### src/rtl/vending_pkg.sv
// Shared types and constants for the vending controller. All money is counted in nickels.
package vending_pkg;

    typedef enum logic [1:0] {
        IDLE = 2'd0,
        C5   = 2'd1,
        C10  = 2'd2,
        C15  = 2'd3
    } state_t;

    localparam int          CHANGE_W      = 3;
    localparam logic [3:0]  PRICE_NICKELS = 4'd4;
    localparam logic [2:0]  NICKEL_V      = 3'd1;
    localparam logic [2:0]  DIME_V        = 3'd2;
    localparam logic [2:0]  QUARTER_V     = 3'd5;

    // Change owed once the running sum reaches the price; sum never exceeds 8, so it fits.
    function automatic logic [CHANGE_W-1:0] change_of(input logic [3:0] sum);
        logic [3:0] diff;
        diff = sum - PRICE_NICKELS;
        return diff[CHANGE_W-1:0];
    endfunction

endpackage

### src/rtl/vending_coin_decode.sv
// Priority encoder for the coin-acceptor strobes: quarter beats dime beats nickel.
module vending_coin_decode
    import vending_pkg::*;
(
    input  logic       i_nickle,
    input  logic       i_dime,
    input  logic       i_quarter,
    output logic       o_coin_valid,
    output logic [2:0] o_coin_value
);

    always_comb begin
        o_coin_valid = i_nickle | i_dime | i_quarter;
        o_coin_value = 3'd0;
        if (i_quarter) begin
            o_coin_value = QUARTER_V;
        end else if (i_dime) begin
            o_coin_value = DIME_V;
        end else if (i_nickle) begin
            o_coin_value = NICKEL_V;
        end
    end

endmodule

### src/rtl/vending_machine_core.sv
// 20-cent soda controller: accumulates credit in nickels and pulses o_soda with change
// in the cycle after the coin that completes the price.
module vending_machine_core
    import vending_pkg::*;
(
    input  logic                i_clk,
    input  logic                i_rstn,
    input  logic                i_nickle,
    input  logic                i_dime,
    input  logic                i_quarter,
    output logic                o_soda,
    output logic [CHANGE_W-1:0] o_change
);

    logic                w_coin_valid;
    logic [2:0]          w_coin_value;
    logic [3:0]          w_credit;
    logic [3:0]          w_sum;
    logic                w_legal;
    state_t              r_state;
    state_t              w_state_nxt;
    logic                r_soda;
    logic                w_soda_nxt;
    logic [CHANGE_W-1:0] r_change;
    logic [CHANGE_W-1:0] w_change_nxt;

    vending_coin_decode u_decode (
        .i_nickle     (i_nickle),
        .i_dime       (i_dime),
        .i_quarter    (i_quarter),
        .o_coin_valid (w_coin_valid),
        .o_coin_value (w_coin_value)
    );

    always_comb begin
        w_state_nxt  = r_state;
        w_soda_nxt   = 1'b0;
        w_change_nxt = '0;
        w_credit     = 4'd0;
        w_legal      = 1'b1;
        case (r_state)
            IDLE:    w_credit = 4'd0;
            C5:      w_credit = 4'd1;
            C10:     w_credit = 4'd2;
            C15:     w_credit = 4'd3;
            default: w_legal  = 1'b0;
        endcase
        w_sum = w_credit + {1'b0, w_coin_value};

        if (!w_legal) begin
            w_state_nxt = IDLE;
        end else if (w_coin_valid) begin
            if (w_sum >= PRICE_NICKELS) begin
                w_soda_nxt   = 1'b1;
                w_change_nxt = change_of(w_sum);
                w_state_nxt  = IDLE;
            end else begin
                // Below the price the sum is at most 3, so it maps directly onto a credit state.
                w_state_nxt = state_t'(w_sum[1:0]);
            end
        end
    end

    always_ff @(posedge i_clk or negedge i_rstn) begin
        if (!i_rstn) begin
            r_state  <= IDLE;
            r_soda   <= 1'b0;
            r_change <= '0;
        end else begin
            r_state  <= w_state_nxt;
            r_soda   <= w_soda_nxt;
            r_change <= w_change_nxt;
        end
    end

    assign o_soda   = r_soda;
    assign o_change = r_change;

endmodule

### config.mk
export PLATFORM = sky130hd
export DESIGN_NAME = vending_machine_core
export DESIGN_NICKNAME = d
export VERILOG_FILES = /design/src/rtl/vending_pkg.sv /design/src/rtl/vending_coin_decode.sv /design/src/rtl/vending_machine_core.sv
export SDC_FILE = /design/constraint.sdc
export NUM_CORES = 1
export LEC_CHECK = 0
export BUFFER_PORTS_ARGS = -buffer_cell sky130_fd_sc_hd__buf_2
export CAP_MARGIN = 10
export CORE_AREA = 2 2 39 41
export CTS_CLUSTER_DIAMETER = 30
export DETAILED_ROUTE_END_ITERATION = 10
export DIE_AREA = 0 0 41 43
export GPL_ROUTABILITY_DRIVEN = 0
export GPL_TIMING_DRIVEN = 0
export PLACE_DENSITY = 0.53
export SLEW_MARGIN = 15
export SYNTH_ARGS = -nofsm -noshare
export SYNTH_HDL_FRONTEND = slang
export SYNTH_SLANG_ARGS = --single-unit
### constraint.sdc
create_clock -name i_clk -period 1.9 [get_ports i_clk]
set_input_delay 0.285 -clock i_clk [delete_from_list [all_inputs] [get_ports i_clk]]
set_output_delay 0.285 -clock i_clk [all_outputs]
set_load 0.03 [all_outputs]
==> metrics.md <==
| Metric | Value |
|---|---|
| Status | `finished clean` |
| Reg area | `150 um^2` |
| RSZ-0062 raised after global routing | `no` |
| Synthesized area per cell | `~12 um^2` |
| GRT Total Usage | `9.38%` |
| Clock latency on the worst-skew pair | `approximately 0.24 ns` |
| CTS max path bufs | `2` |
| Layout cells sized above 1 | `39.0%` |
| Final wirelength | `approximately 580 um` |
| Slew @ Worst Pin | `0.217 ns` |
| Synth top area cells | `dfrtp_1, ha_1, a22oi_4` |
| HP Class | `input port to flop` |
| Total power after layout | `431 uW` |
| F_max | `slightly below 600 MHz` |
| First-pass GRT wire length | `1030 um` |
| Crit Path Category | `flop to flop` |
| VDD IR-drop max | `about 0.00023 V` |
| Yosys warnings | `0` |
| Power share of the combinational group | `a little under two fifths` |
| Detailed-route via count | `~240` |
| Final setup margin | `around 0.19 ns` |
| Setup WS pre-CTS | `about 0.016 ns` |
| Post-cts resize count | `0` |
| Initial DRC count | `3` |
| Syn Inst Count | `29` |
| Grt total ovfl | `0` |
| Initial core utilization | `~25%` |
| Die H | `between 40 and 50 um` |
| Cell with the most instances after synthesis | `dfrtp_1` |
| Setup crit start kind | `flop` |
| Layout overhead on the synthesized area | `26.6%` |
| Register area share after synthesis | `43.2%` |
| Worst Path Arrival | `1.89 ns` |
| Die X | `between 40 and 50 um` |
| DRC violations left | `0` |
| Final period utilization | `90.2%` |
| Flop pwr share | `37.1%` |
| Hold Vio Cnt, Final | `0` |
| Clock share of power | `a little over a quarter` |
| Vias in the first global route | `between 200 and 250` |
| Hold buffers post-CTS | `1` |
| Number of clock sinks | `6` |
| Final nets | `about 50` |
| Cell Rows | `14` |
| Footprint of the multi-input gates | `between 150 and 200 um^2` |
| # Post-CTS Setup Buffers | `0` |
| IO Pins | `9` |
| H-Tree Level Count | `1` |
| Drt wl/cell | `10.1 um` |
| CTS tree | `done` |
| TritonRoute pass-1 iters | `2` |
| Crit path required time | `approximately 2.1 ns` |
| Distinct cell type count after synthesis | `16` |
| Setup TNS Final | `0 ns` |
| Critical path capture point type | `flop` |
| Minimum clock period | `roughly 1.7 ns` |
| Most used DFF post-synth | `dfrtp_1` |
| Pin count of the biggest net entering global routing | `7` |
| Power Dens Cells | `roughly 1000 mW/mm^2` |
| Int Power | `between 200 and 300 uW` |
| Core box area | `0.00138 mm^2` |
| Seq cells post-synth | `6` |
| Static Leak | `between 0.2 and 0.25 nW` |
| Post-synth ARST share | `100%` |
| Post-DRT Antenna Nets | `0` |
| # diodes | `0` |
| Input/output buffers | `8` |
| Synthesized Nets | `37` |
| Top cell type's share of synthesized area | `between 40% and 50%` |
| Sw frac | `about a third` |
| Worst-path clk slew | `about 0.040 ns` |
| Crit-path max FO | `3` |
| Fill count | `between 100 and 150` |
| CTS Buf Count | `3` |
| Initial antenna violation count | `0` |
| Post-synthesis instance area | `approximately 350 um^2` |
| CTS root buffer | `clkbuf_4` |
| Detail Placement HPWL | `between 400 and 500 um` |
| Fin. max-slew vios | `0` |
| Max Clock Skew | `between 0.002 and 0.0025 ns` |
| Via density | `about 4.2` |
| P_sw | `around 140 uW` |
| Relative slew slack | `85.4%` |
| Synth area leader | `dfrtp_1` |
| Max cap viols | `0` |
| Post-synth EDFFs | `0` |
| # setup viols final | `0` |
| Die footprint | `0.00176 mm^2` |
## cell type report
class                   instances  area share (%)
plain buffers                   2            1.70
well taps                      16            4.55
clock buffers                   3            5.11
repair buffers                  9            11.4
flip-flops and latches          6            34.1
multi-input cells              19            41.5
inverters                       2            1.70
## state kept, by name, indices dropped and copies added, names as in the netlist
name and cells:
o_change 3, r_state 2, o_soda 1
## critical path: stages, from the launching register on
cell      delay, ns
dfrtp_1        0.38
clkbuf_1       0.10
ha_1           0.23
fa_1           0.42
and2_4         0.19
a22oi_4        0.17
and2_1         0.15
## kinds of logic (layout without fill, tap and decap cells)
logic type	Yosys count	count (layout)	synth area share, %
compound gates	9	9	27.0
fa+ha+maj	3	3	12.9
buf+inv	4	16	4.32
flops	6	6	43.2
simple gates	7	7	12.6
## cells in the final DEF, fill, tap and decap left out, drive strengths merged
cell type / count
a21o: 1
a21oi: 1
a22oi: 3
and2: 4
buf: 8
clkbuf: 5
dfrtp: 6
dlygate4sd3: 1
fa: 1
ha: 2
inv: 2
nor2: 2
nor2b: 1
o21ai: 1
o21ba: 1
o2bb2ai: 2
## worst paths after layout
| check | start | to | slack (ns) | cells past startpoint |
|---|---|---|---|---|
| max in group asynchronous | i_rstn | o_soda | 1.37 | 2 |
| hold reg to reg | r_state[1] | r_state[1] | 0.60 | 2 |
| setup / recovery | r_state[0] | o_change[1] | 0.19 | 6 |
| min in group asynchronous | i_rstn | o_change[0] | 0.39 | 2 |
| setup reg to reg | r_state[0] | o_change[1] | 0.19 | 6 |
| hold / removal | i_quarter | r_state[0] | 0.30 | 2 |
## per-stage QoR
stage / instances / hold slack [ns] / utilization, % / instance area, um^2
floorplan: 29 / -0.0106 / - / 348
CTS: 57 / 0.284 / 31.8 / 440
finish: 57 / 0.295 / 31.8 / 440
detailed placement: 53 / 0.114 / 29.5 / 408
global route: 57 / 0.310 / 31.8 / 440
global placement: 53 / 0.112 / 29.5 / 408
## power groups by stage
stage                     Combinational [mW]  Sequential, mW  Clock [mW]
after global routing                   0.179           0.164       0.133
after floorplan                       0.0912           0.188           0
after global placement                 0.157           0.161           0
after CTS                              0.160           0.160       0.122
after detailed placement               0.158           0.160           0
final                                  0.158           0.160       0.113
## per-layer routing
metal / GRT usage, % / vias to the layer above / part of all wire, %
met5: 0 / - / 0
li1: - / 125 / -
met1: 12.4 / 108 / 48
met4: 10.0 / 0 / 0
met3: 3.14 / 0 / 8.0
met2: 10.6 / 9 / 44
Note: power is estimated with default switching activity, not from simulation.
